### src/rtl/master_output_control.sv
// Drains accumulator rows of one systolic-array submatrix into output memory, optionally applying ReLU and clearing it.
// Reads rows over N cycles; column writes trail the reads by one cycle, then an optional clear cycle and a done pulse.
module master_output_control #(
    parameter int MAX_OUT_ROWS = 128,
    parameter int MAX_OUT_COLS = 128,
    parameter int SYS_ARR_ROWS = 16,
    parameter int SYS_ARR_COLS = 16,
    parameter int ADDR_WIDTH   = 8,
    localparam int SMR = $clog2(MAX_OUT_ROWS / SYS_ARR_ROWS),
    localparam int SMC = $clog2(MAX_OUT_COLS / SYS_ARR_COLS),
    localparam int RW  = $clog2(SYS_ARR_ROWS),
    localparam int CW  = $clog2(SYS_ARR_COLS)
) (
    input  logic                               clk,
    input  logic                               reset,
    input  logic                               start,
    output logic                               done,
    input  logic [SMR-1:0]                     submat_row_in,
    input  logic [SMC-1:0]                     submat_col_in,
    output logic [SMR-1:0]                     submat_row_out,
    output logic [SMC-1:0]                     submat_col_out,
    input  logic [RW-1:0]                      num_rows_read,
    input  logic [CW-1:0]                      num_cols_read,
    output logic [RW-1:0]                      row_num,
    output logic                               accum_reset,
    input  logic                               activate,
    output logic                               relu_en,
    input  logic                               clear_after,
    input  logic [ADDR_WIDTH-1:0]              wr_base_addr,
    output logic [SYS_ARR_COLS-1:0]            wr_en,
    output logic [SYS_ARR_COLS*ADDR_WIDTH-1:0] wr_addr
);

    typedef enum logic [2:0] {IDLE, READ, DRAIN, CLEAR, DONE} state_t;

    state_t                  state_q, state_d;
    logic [RW-1:0]           nrows_q;
    logic [CW-1:0]           ncols_q;
    logic                    act_q;
    logic                    clr_q;
    logic [ADDR_WIDTH-1:0]   base_q;
    logic [SYS_ARR_COLS-1:0] col_mask;
    logic [ADDR_WIDTH-1:0]   addr_d;

    always_comb begin
        state_d = state_q;
        case (state_q)
            IDLE:    if (start) state_d = READ;
            READ:    if (row_num == nrows_q) state_d = DRAIN;
            DRAIN:   state_d = clr_q ? CLEAR : DONE;
            CLEAR:   state_d = DONE;
            DONE:    state_d = IDLE;
            default: state_d = IDLE;
        endcase
    end

    // The row read this cycle lands in memory next cycle, one address per row.
    always_comb begin
        col_mask = '0;
        for (int c = 0; c < SYS_ARR_COLS; c++) begin
            col_mask[c] = (c <= int'(ncols_q));
        end
        addr_d = base_q + ADDR_WIDTH'(row_num);
    end

    always_ff @(posedge clk) begin
        if (!reset) begin
            state_q        <= IDLE;
            nrows_q        <= '0;
            ncols_q        <= '0;
            act_q          <= 1'b0;
            clr_q          <= 1'b0;
            base_q         <= '0;
            submat_row_out <= '0;
            submat_col_out <= '0;
            row_num        <= '0;
            wr_en          <= '0;
            wr_addr        <= '0;
            accum_reset    <= 1'b0;
            done           <= 1'b0;
            relu_en        <= 1'b0;
        end else begin
            state_q <= state_d;
            case (state_q)
                IDLE: begin
                    row_num <= '0;
                    if (start) begin
                        nrows_q        <= num_rows_read;
                        ncols_q        <= num_cols_read;
                        act_q          <= activate;
                        clr_q          <= clear_after;
                        base_q         <= wr_base_addr;
                        submat_row_out <= submat_row_in;
                        submat_col_out <= submat_col_in;
                    end
                end
                READ:    row_num <= (row_num == nrows_q) ? '0 : row_num + RW'(1);
                default: row_num <= '0;
            endcase

            if (state_q == READ) begin
                wr_en   <= col_mask;
                wr_addr <= {SYS_ARR_COLS{addr_d}};
            end else begin
                wr_en   <= '0;
            end

            accum_reset <= (state_d == CLEAR);
            done        <= (state_d == DONE);

            // On the start edge the latched copy is not yet valid, so take activate directly.
            case (state_d)
                READ, DRAIN, CLEAR: relu_en <= (state_q == IDLE) ? activate : act_q;
                default:            relu_en <= 1'b0;
            endcase
        end
    end

endmodule

### config.mk
export PLATFORM = sky130hd
export DESIGN_NAME = master_output_control
export DESIGN_NICKNAME = d
export VERILOG_FILES = /design/src/rtl/master_output_control.sv
export SDC_FILE = /design/constraint.sdc
export NUM_CORES = 1
export LEC_CHECK = 0
export BUFFER_PORTS_ARGS = -buffer_cell sky130_fd_sc_hd__buf_2
export CORE_MARGIN = 5
export CORE_UTILIZATION = 44
export DETAILED_ROUTE_END_ITERATION = 8
export PLACE_DENSITY = 0.84
export SLEW_MARGIN = 10
export SYNTH_ARGS = -nofsm -noshare
export SYNTH_HDL_FRONTEND = slang
export SYNTH_SLANG_ARGS = --single-unit
### constraint.sdc
create_clock -name clk -period 2.05 [get_ports clk]
set_input_delay 0.41 -clock clk [delete_from_list [all_inputs] [get_ports clk]]
set_output_delay 0.41 -clock clk [all_outputs]
set_load 0.01 [all_outputs]
Yosys cells after proc, flatten, opt, wreduce, memory -nomap -nowiden
Index checks and enable logic that the tools add are counted.
Widths: inputs -> output; s select.

operators by class
  magnitude comparators = 15
  bitwise logic cells = 2
  reductions and logical operators = 6
  equality and inequality tests = 8
  add/subtract/negate cells = 2
  muxes and demuxes = 6

operator list
  operator             number
  $le 4x4->1 const A   8
  $le 3x4->1 const A   4
  $eq 3x2->1 const B   4
  $pmux 3 s4           1
  $mux 3               3
  $add 8x4->8          1
  $le 2x4->1 const A   2
  $eq 3x1->1 const B   2
  $reduce_and 2->1     3
  $reduce_or 3->1      2
  $add 4x1->4 const B  1
  $eq 4x4->1           1
  $le 1x4->1 const A   1
  $eq 3x3->1 const B   1
  $logic_not 3->1      1
  $mux 1               2
  $not 1->1            2

storage, ports and cells
  flip-flop bits (word level) = 178

Logic depth before layout (Yosys ltp)
Gate-level depths: netlist of the first run.

  depth after elaboration = 6
  gate-level depth with buffers = 7

Least setup slack after synthesis of the first run
No wires, ideal clock.

  path kind = register -> register
  from = register row_num[0]
  to = register wr_addr[126]
  data required time = 1930 ps
  library setup time = 120 ps
  data arrival time = 1567 ps
  stages on the path, launching flop included = 8
  slack = 363 ps
  cells stage by stage = dfxtp_1 ha_1 inv_1 fa_1 nand2b_1 a21oi_1 xnor2_1 a21oi_1

between the ends
  longest elaborated chain between the ends = 1

RTL lines
  element                   line  source
  start: declaration        24    output logic [RW-1:0] row_num,
  start signal: assignment  97    READ: row_num <= (row_num == nrows_q) ? '0 : row_num + RW'(1);
  $add 8x4->8               63    addr_d = base_q + ADDR_WIDTH'(row_num);
  end signal: assignment    103   wr_addr <= {SYS_ARR_COLS{addr_d}};
  end: declaration          31    output logic [SYS_ARR_COLS*ADDR_WIDTH-1:0] wr_addr

No other way between the ends.
A chain may end at the register's enable or synchronous reset.

Final worst setup path of the first run
  from = register row_num[1]
  to = register wr_addr[126]

Same word-level chain as after synthesis.

==> impl_metrics.ini, run 1 <==
[die]
dieArea_sq_um = 9102
rows = 31
die_height_um = 95.41
coreArea_sq_um = 7176
die_w_um = 95.41
top_level_ports = 184
start_util_pct = 44.73

[synth]
syn_area_sq_um = 3209
seq_area_frac_synth_pct = 36.18
syn_nets = 409
synth_cell_types = 43
yosys_warnings = 0
ys_seq_elements = 58
syn_inst = 376
syn_area_per_cell_sq_um = 8.535

[final_layout]
ff_latch_area_sq_um = 1161
syn2layout_area_growth_pct = 9.318
n_antenna_cell = 0
fillCellCount = 684
num-nets-final = 474
drive_above_1_share_pct = 46.86
multi_input_area_sq_um = 1064

[critical_path]
reg2reg_to = wr_addr[126]
r2r_start = row_num[1]
rrSetupSlack_ns = 0.37
endpoint = wr_addr[126]
startpoint = row_num[1]
crit_path_start_kind = register
required_ns = 2.26
crit_arrival_ns = 1.90
worst_setup_path_end_kind = register
worstPathMaxFanout = 6
rr_worst_depth = 6
path_class = register to register

[grt]
antenna_found_initial = 0
grt_pass1_vias = 2214
grt_overflow = 0
grt_pass1_wl_um = 10660
grt_max_degree = 33
grtUsageTotal_pct = 15.14

[cts]
cts_sinks = 58
clockRootBuffer = clkbuf_8
cts_tree = built
numCtsBuffers = 9
htree_levels = 3
cts_buffer_depth = 2
holdBufCountCts = 0
clock_latency_ns = 0.33
cts_resized = 0
clk_pin_slew_worst_paths_ns = 0.06
cts_setup_buffers = 0

[pwr]
clockPowerShare_pct = 35.2
ir_worst_vdd_v = 0.0005611
p_int_uw = 1964
switching_power_uw = 821.1
power.leakage_uw = 0.001952
seqPwrFrac_pct = 45.8
swShare_pct = 29.49
power.density_nw_per_um2 = 793.7
comb_power_share_pct = 19.1

[routing]
dr.pass1.iters = 4
num_vias = 2509
first_iter_violations = 191
detail-route-antenna-nets = 0
wirelength_um = 7147
viasPerCell = 4.604
wire_per_inst_um = 13.11
drc = 0

[min_path]
hp-class = input port to register
hold_path_depth = 3

[timing]
clock.fmax_ghz = 0.5941
finalHoldViolations = 0
skew_ns = 0.01102
post-route-period-util_pct = 82.10
finalMaxSlewViolations = 0
finalSetupTns_ns = 0
tightest_slew_ns = 0.4954
period_minus_slack_ns = 1.683
maxSlewHeadroom_pct = 66.97
rsz0062_at_grt = no
setup_viol = 0
layout_setup_ws_ns = 0.3669

[placed_design]
gp_congestion = 0.8548
portBuffers = 183
place_ws_ns = 0.3899
hpwlAfterDp_um = 5488

[outcome]
status = finished clean

[job]
max_cap_violations = 0
[power by group through the flow]
stage	registers [uW]	clock network [uW]	logic [uW]
finish	1270	979	531
global route	1290	1060	587
CTS	1280	1000	538
floorplan	1290	0	488
global placement	1290	0	527
detailed placement	1300	0	536
[per-stage QoR]
stage | utilization, % | instances | hold WS [ns] | total power, uW | instance area [sq um]
2_1_floorplan | - | 376 | 0.4472 | 1783 | 3209
3_3_place_gp | 46.33 | 529 | 0.4468 | 1822 | 3324
6_report | 48.89 | 545 | 0.3248 | 2785 | 3508
4_1_cts | 48.89 | 545 | 0.3134 | 2817 | 3508
5_1_grt | 48.89 | 545 | 0.3206 | 2935 | 3508
3_5_place_dp | 46.33 | 529 | 0.4564 | 1837 | 3324
[cell families after synthesis]
group | share of synthesized area, %
fa+ha+maj | 2.573
buf+inv | 30.68
flops | 36.18
xor+xnor | 1.910
simple gates | 16.57
compound gates | 12.09
[registers in the layout (all words and copies together), names as in the netlist]
name,cells
clr_q,1
accum_reset,1
submat_col_out,3
submat_row_out,3
done,1
wr_addr,8
state_q,3
row_num,4
relu_en,1
act_q,1
nrows_q,4
ncols_q,4
wr_en,16
base_q,8
[cell usage after synthesis (all sizes together)]
| cell type | number | area, sq um |
|---|---|---|
| buf | 126 | 932.1 |
| nand2 | 61 | 239.0 |
| dfxtp | 58 | 1161 |
| a21boi | 26 | 195.2 |
| nor2 | 18 | 67.56 |
| a21oi | 10 | 50.05 |
| clkbuf | 8 | 30.03 |
| inv | 6 | 22.52 |
| o21ai | 6 | 30.03 |
| xnor2 | 6 | 52.55 |
| ha | 5 | 62.56 |
| nand3 | 5 | 25.02 |
| nand2b | 4 | 25.02 |
| nand3b | 4 | 30.03 |
| and3 | 3 | 18.77 |
| nand4 | 3 | 18.77 |
| a21o | 2 | 15.01 |
| a22oi | 2 | 15.01 |
| and4b | 2 | 20.02 |
| nor3 | 2 | 10.01 |
| nor3b | 2 | 26.28 |
| o211ai | 2 | 15.01 |
| o221ai | 2 | 17.52 |
| a211o | 1 | 8.760 |
| a211oi | 1 | 7.510 |
| a31oi | 1 | 6.260 |
| and2 | 1 | 6.260 |
| and3b | 1 | 8.760 |
| fa | 1 | 20.02 |
| nor2b | 1 | 6.260 |
| nor4b | 1 | 23.77 |
| o211a | 1 | 10.01 |
| o21a | 1 | 7.510 |
| o311a | 1 | 10.01 |
| or3 | 1 | 6.260 |
| xor2 | 1 | 8.760 |
[worst max-delay path: stages, from the launching register on]
cell,delay (ns)
dfxtp_1,0.45
inv_1,0.10
fa_1,0.45
nand2b_1,0.19
a21oi_1,0.17
xnor2_1,0.14
a21oi_1,0.08
[per-layer routing]
| layer | track usage [%] | up-vias | wire length, um |
|---|---|---|---|
| met5 | 0 | - | 0 |
| li1 | - | 1244 | - |
| met4 | 7.464 | 0 | 87 |
| met3 | 4.420 | 8 | 740 |
| met1 | 16.72 | 1128 | 2781 |
| met2 | 26.41 | 129 | 3537 |
[cell usage in the layout (no fill, tap or decap), drive strengths merged, types with 2 or more instances in the layout]
| master | n |
|---|---|
| buf | 188 |
| nand2 | 61 |
| dfxtp | 58 |
| a21boi | 26 |
| nor2 | 18 |
| a21oi | 10 |
| clkbuf | 9 |
| xnor2 | 6 |
| o21ai | 6 |
| clkinv | 6 |
| inv | 6 |
| nand3 | 5 |
| ha | 5 |
| nand3b | 4 |
| nand2b | 4 |
| nand4 | 3 |
| and3 | 3 |
| a21o | 2 |
| o221ai | 2 |
| a22oi | 2 |
| o211ai | 2 |
| and4b | 2 |
| nor3 | 2 |
| nor3b | 2 |
[layout make-up]
class / count / share of cell area, %
Sequential cell: 58 / 33.10
Inverter: 6 / 0.6419
Clock inverter: 7 / 1.712
Timing Repair Buffer: 188 / 27.18
Clock buffer: 9 / 3.531
Multi-Input combinational cell: 178 / 30.31
Tap cell: 99 / 3.531
[worst min path at each step]
stage	from	endpoint	slack, ns
finish	num_rows_read[2]	nrows_q[2]	0.32
CTS	wr_base_addr[1]	base_q[1]	0.31
detailed placement	submat_col_out[2]	submat_col_out[2]	0.46
floorplan	base_q[0]	base_q[0]	0.45
global route	num_rows_read[2]	nrows_q[2]	0.32
global placement	submat_row_out[0]	submat_row_out[0]	0.45
Power figures use the tool's default switching activity.
==> inputs of run 2 (changes only) <==
==> constraint.sdc (replaced) <==
create_clock -name clk -period 1.7 [get_ports clk]
set_input_delay 0.34 -clock clk [delete_from_list [all_inputs] [get_ports clk]]
set_output_delay 0.34 -clock clk [all_outputs]
set_load 0.01 [all_outputs]
==> run 2 against run 1 <==
Compared with the run above:
- combinational power rose by 23%
- critical path depth fell by 1
- largest power group unchanged
- power rose by 20%
- utilization rose by 0.91 points
- final cell count rose by 0.92%
- die area did not move
==> impl_metrics.ini, run 2 (synthesis results as in run 1) <==
[final_layout]
n_antenna_cell = 0
drive_above_1_share_pct = 47.67
final_common_cell = buf_2
syn2layout_area_growth_pct = 11.35
num-nets-final = 479
largest_reg_flops = 16
top_register = wr_en
layout_common_cells = 183 x buf_2, 59 x nand2_1, 58 x dfxtp_1, 22 x a21boi_0, 18 x nor2_1
largestRegisters = wr_en: 16 flops, base_q: 8 flops, wr_addr: 8 flops
final_util_pct = 49.80

[grt]
gr-usage-met2_pct = 25.42
grtUsageTotal_pct = 14.89
grt_overflow = 0
grt_pass1_wl_um = 10410
top_usage_layer = met2
grt_pass1_vias = 2147
antenna_found_initial = 0
met1_usage_pct = 16.49
grt_use_met3_pct = 5.367
grt_max_degree = 37

[timing]
setup_viol = 0
finalMaxSlewViolations = 0
layout_setup_ws_ns = 0.09232
clock.fmax_ghz = 0.6220
finalSetupTns_ns = 0
finalHoldViolations = 0
period_minus_slack_ns = 1.608
maxSlewHeadroom_pct = 70.16
post-route-period-util_pct = 94.57
tightest_slew_ns = 0.4471
skew_ns = 0.006908
rsz0062_at_grt = no

[cts]
holdBufCountCts = 0
htree_levels = 3
numCtsBuffers = 9
clock_latency_ns = 0.33
clockRootBuffer = clkbuf_8
cts_sinks = 58
clk_pin_slew_worst_paths_ns = 0.07
cts_setup_buffers = 0
cts_tree = built
cts_buffer_depth = 2
cts_resized = 0

[pwr]
switching_power_uw = 987.8
p_total_uw = 3351
power.density_nw_per_um2 = 937.9
power.leakage_uw = 0.001987
clockPowerShare_pct = 34.6
comb_power_share_pct = 19.5
seqPwrFrac_pct = 45.9
p_int_uw = 2364
swShare_pct = 29.47
ir_worst_vdd_v = 0.0007212

[outcome]
status = finished clean

[routing]
dr.pass1.iters = 5
num_vias = 2491
first_iter_violations = 133
viasPerCell = 4.529
drc = 0
wirelength_um = 7241
detail-route-antenna-nets = 0
wire_per_inst_um = 13.17

[die]
rows = 31
die_height_um = 95.41
start_util_pct = 44.73
coreArea_sq_um = 7176
top_level_ports = 184
dieArea_sq_um = 9102
die_w_um = 95.41

[min_path]
whs_endpoint = ncols_q[0]
hold_path_startpoint = num_cols_read[0]
hp-class = input port to register
hold_path_depth = 3

[job]
max_cap_violations = 0

[critical_path]
rr_worst_depth = 5
crit_arrival_ns = 1.86
startpoint = row_num[2]
crit_path_start_kind = register
worst_setup_path_end_kind = register
worstPathMaxFanout = 4
reg2reg_to = wr_addr[119]
required_ns = 1.95
rrSetupSlack_ns = 0.09
path_class = register to register
r2r_start = row_num[2]

[placed_design]
gp_congestion = 0.8137
place_ws_ns = 0.08341
hpwlAfterDp_um = 5518
portBuffers = 183
## run 2: changes by cell type in the layout (fill, tap and decap cells not counted), sizes merged
cell,previous run,this run
clkbuf,9,14
bufinv,1,0
clkinv,6,2
buf,188,193
## run 2: worst max-delay path, stage by stage (launching register included)
cell	delay, ns
dfxtp_1	0.32
ha_1	0.39
and3_1	0.20
a22oi_2	0.11
or3_1	0.36
a31oi_1	0.16
## run 2: worst max path at each step
| stage | to | slack [ns] |
|---|---|---|
| 6_report | wr_addr[119] | 0.09 |
| 3_3_place_gp | wr_addr[126] | 0.14 |
| 4_1_cts | wr_addr[126] | 0.07 |
| 2_1_floorplan | wr_addr[126] | 0.01 |
| 5_1_grt | wr_addr[119] | 0.001 |
| 3_5_place_dp | wr_addr[126] | 0.08 |
## run 2: power by group through the flow
stage                     registers, uW  logic [uW]  clock network (uW)
final                              1540         654                1160
after global routing               1560         714                1260
after CTS                          1540         662                1190
after detailed placement           1570         660                   0
after global placement             1560         649                   0
after floorplan                    1560         589                   0
## run 2: area by class of cell
class	count	area, sq um
Clock inverter	2	10.01
Timing Repair Buffer	193	1003
Tap cell	99	123.9
Multi-Input combinational cell	178	1080
Inverter	6	22.52
Fill cell	673	3602
Clock buffer	14	172.7
Sequential cell	58	1161
## run 2: layer usage
| layer | vias up | part of all wire (%) |
|---|---|---|
| met4 | 0 | 2.1 |
| met3 | 11 | 11 |
| met5 | - | 0 |
| li1 | 1250 | - |
| met2 | 119 | 49 |
| met1 | 1111 | 38 |
## run 2: stage by stage
| stage | hold slack [ns] | cells | instance area (sq um) |
|---|---|---|---|
| finish | 0.2466 | 550 | 3573 |
| detailed placement | 0.4551 | 534 | 3374 |
| global placement | 0.4473 | 534 | 3374 |
| global route | 0.2425 | 550 | 3573 |
| CTS | 0.2305 | 550 | 3557 |
| floorplan | 0.4472 | 376 | 3209 |
==> inputs of run 3 (changes only) <==
--- a/config.mk
+++ b/config.mk
@@ -6,6 +6,7 @@
 export NUM_CORES = 1
 export LEC_CHECK = 0
 export BUFFER_PORTS_ARGS = -buffer_cell sky130_fd_sc_hd__buf_2
+export CORE_ASPECT_RATIO = 0.75
 export CORE_MARGIN = 5
 export CORE_UTILIZATION = 44
 export DETAILED_ROUTE_END_ITERATION = 8
==> run 3 against run 2 <==
Compared with the run above:
- cell area decreased by 0.77%
- utilization shrank 0.75 points
- sequential power about the same
- die area rose by 0.19%
- largest cell class unchanged
==> impl_metrics.ini, run 3 (synthesis results as in run 1) <==
[cts]
clk_pin_slew_worst_paths_ns = 0.06
clockRootBuffer = clkbuf_8
cts_tree = built
cts_setup_buffers = 0
htree_levels = 3
cts_sinks = 58
cts_buffer_depth = 2
holdBufCountCts = 0
clock_latency_ns = 0.33
numCtsBuffers = 9

[placed_design]
place_ws_ns = 0.07459
hpwlAfterDp_um = 5468
gp_congestion = 0.7929
dpl_cell_area_sq_um = 3364
portBuffers = 183

[pwr]
ir_worst_vdd_v = 0.0005713
power.density_nw_per_um2 = 922.2
power.leakage_uw = 0.001966

[final_layout]
final_area_sq_um = 3546
largestRegisters = wr_en: 16 flops, base_q: 8 flops, wr_addr: 8 flops
largest_reg_flops = 16
multi_input_area_sq_um = 1080
layout_common_cells = 183 x buf_2, 59 x nand2_1, 58 x dfxtp_1, 22 x a21boi_0, 18 x nor2_1
ff_latch_area_sq_um = 1161
final_util_pct = 49.05
num-nets-final = 479
top_register = wr_en
drive_above_1_share_pct = 47.23
syn2layout_area_growth_pct = 10.49
fillCellCount = 712
final_common_cell = buf_2
n_antenna_cell = 0

[die]
rows = 27
die_w_um = 108.6
start_util_pct = 44.39
dieArea_sq_um = 9119
top_level_ports = 184
die_height_um = 83.96
coreArea_sq_um = 7229

[routing]
drc = 0
viasPerCell = 4.496
wirelength_um = 7086
dr.pass1.iters = 4
detail-route-antenna-nets = 0
wire_per_inst_um = 12.84
first_iter_violations = 69
num_vias = 2482

[grt]
grt_max_degree = 27
grtUsageTotal_pct = 14.90
grt_pass1_wl_um = 10850
grt_pass1_vias = 2237
antenna_found_initial = 0
grt_overflow = 0

[timing]
period_minus_slack_ns = 1.589
post-route-period-util_pct = 93.46
rsz0062_at_grt = no
layout_setup_ws_ns = 0.1111
finalHoldViolations = 0
whs_ns = 0.2499
clock.fmax_ghz = 0.6294
finalSetupTns_ns = 0
maxSlewHeadroom_pct = 70.05
skew_ns = 0.007256
finalMaxSlewViolations = 0
setup_viol = 0
tightest_slew_ns = 0.4483

[critical_path]
worst_setup_path_end_kind = register
rr_worst_depth = 5
cp_slowest_stage_delay_ns = 0.39
path_cells = ha_1, and3_1, a22oi_2, or3_1, a31oi_1
path_class = register to register
required_ns = 1.96
worstPathMaxFanout = 7
crit_path_start_kind = register
slowest_stage = ha_1
crit_arrival_ns = 1.85

[min_path]
hold_path_depth = 3
hp-class = input port to register

[outcome]
status = finished clean

[job]
max_cap_violations = 0
-- run 3: routing by layer --
metal  part of all wire [%]  global-route usage [%]  vias to the layer above
met5                      0                       0                        -
met4                   0.89                   3.440                        0
met3                     11                   7.270                        9
met2                     48                   25.01                       98
met1                     40                   16.93                     1129
li1                       -                       -                     1246
-- run 3: metrics by stage --
step / instances / total power, uW
6_report: 552 / 3270
5_1_grt: 552 / 3456
4_1_cts: 552 / 3305
3_5_place_dp: 536 / 2225
3_3_place_gp: 536 / 2207
2_1_floorplan: 376 / 2150
-- run 3: worst paths after layout --
kind                     startpoint           endpoint  slack, ns
setup / recovery          base_q[3]       wr_addr[119]       0.11
hold / removal     num_cols_read[3]         ncols_q[3]       0.25
setup reg to reg          base_q[3]       wr_addr[119]       0.11
hold reg to reg   submat_row_out[1]  submat_row_out[1]       0.47
-- run 3: layout make-up --
cell class	count	area share [%]
timing repair buffer	193	27.95
clock inverter	2	0.3529
tap	101	3.564
clock buffer	14	4.305
sequential	58	32.75
inverter	6	0.6351
multi-input combinational	178	30.45
-- run 3: report_power, final --
| part | internal, uW | switching [uW] | total [uW] | leakage [uW] |
|---|---|---|---|---|
| combinational | 280 | 374 | 654 | 0.00141 |
| sequential | 1440 | 100 | 1540 | 0.000472 |
| clock | 568 | 511 | 1080 | 0.0000807 |
| total | 2280 | 985 | 3270 | 0.00197 |
-- run 3: worst max-delay path: cells and delay by family, from the launching register on --
family                   cells  cell delay [ns]
adder cells (fa/ha/maj)      1             0.39
flip-flops                   1             0.32
AND/OR/NAND/NOR              2             0.55
AO/OA/AOI/OAI                2             0.26
-- run 3: repair_timing --
| item | in CTS | in global routing |
|---|---|---|
| setup endpoints to repair | 0 | 2 |
| gates resized for setup | 0 | 3 |
| endpoints found under the hold margin | 0 | 0 |
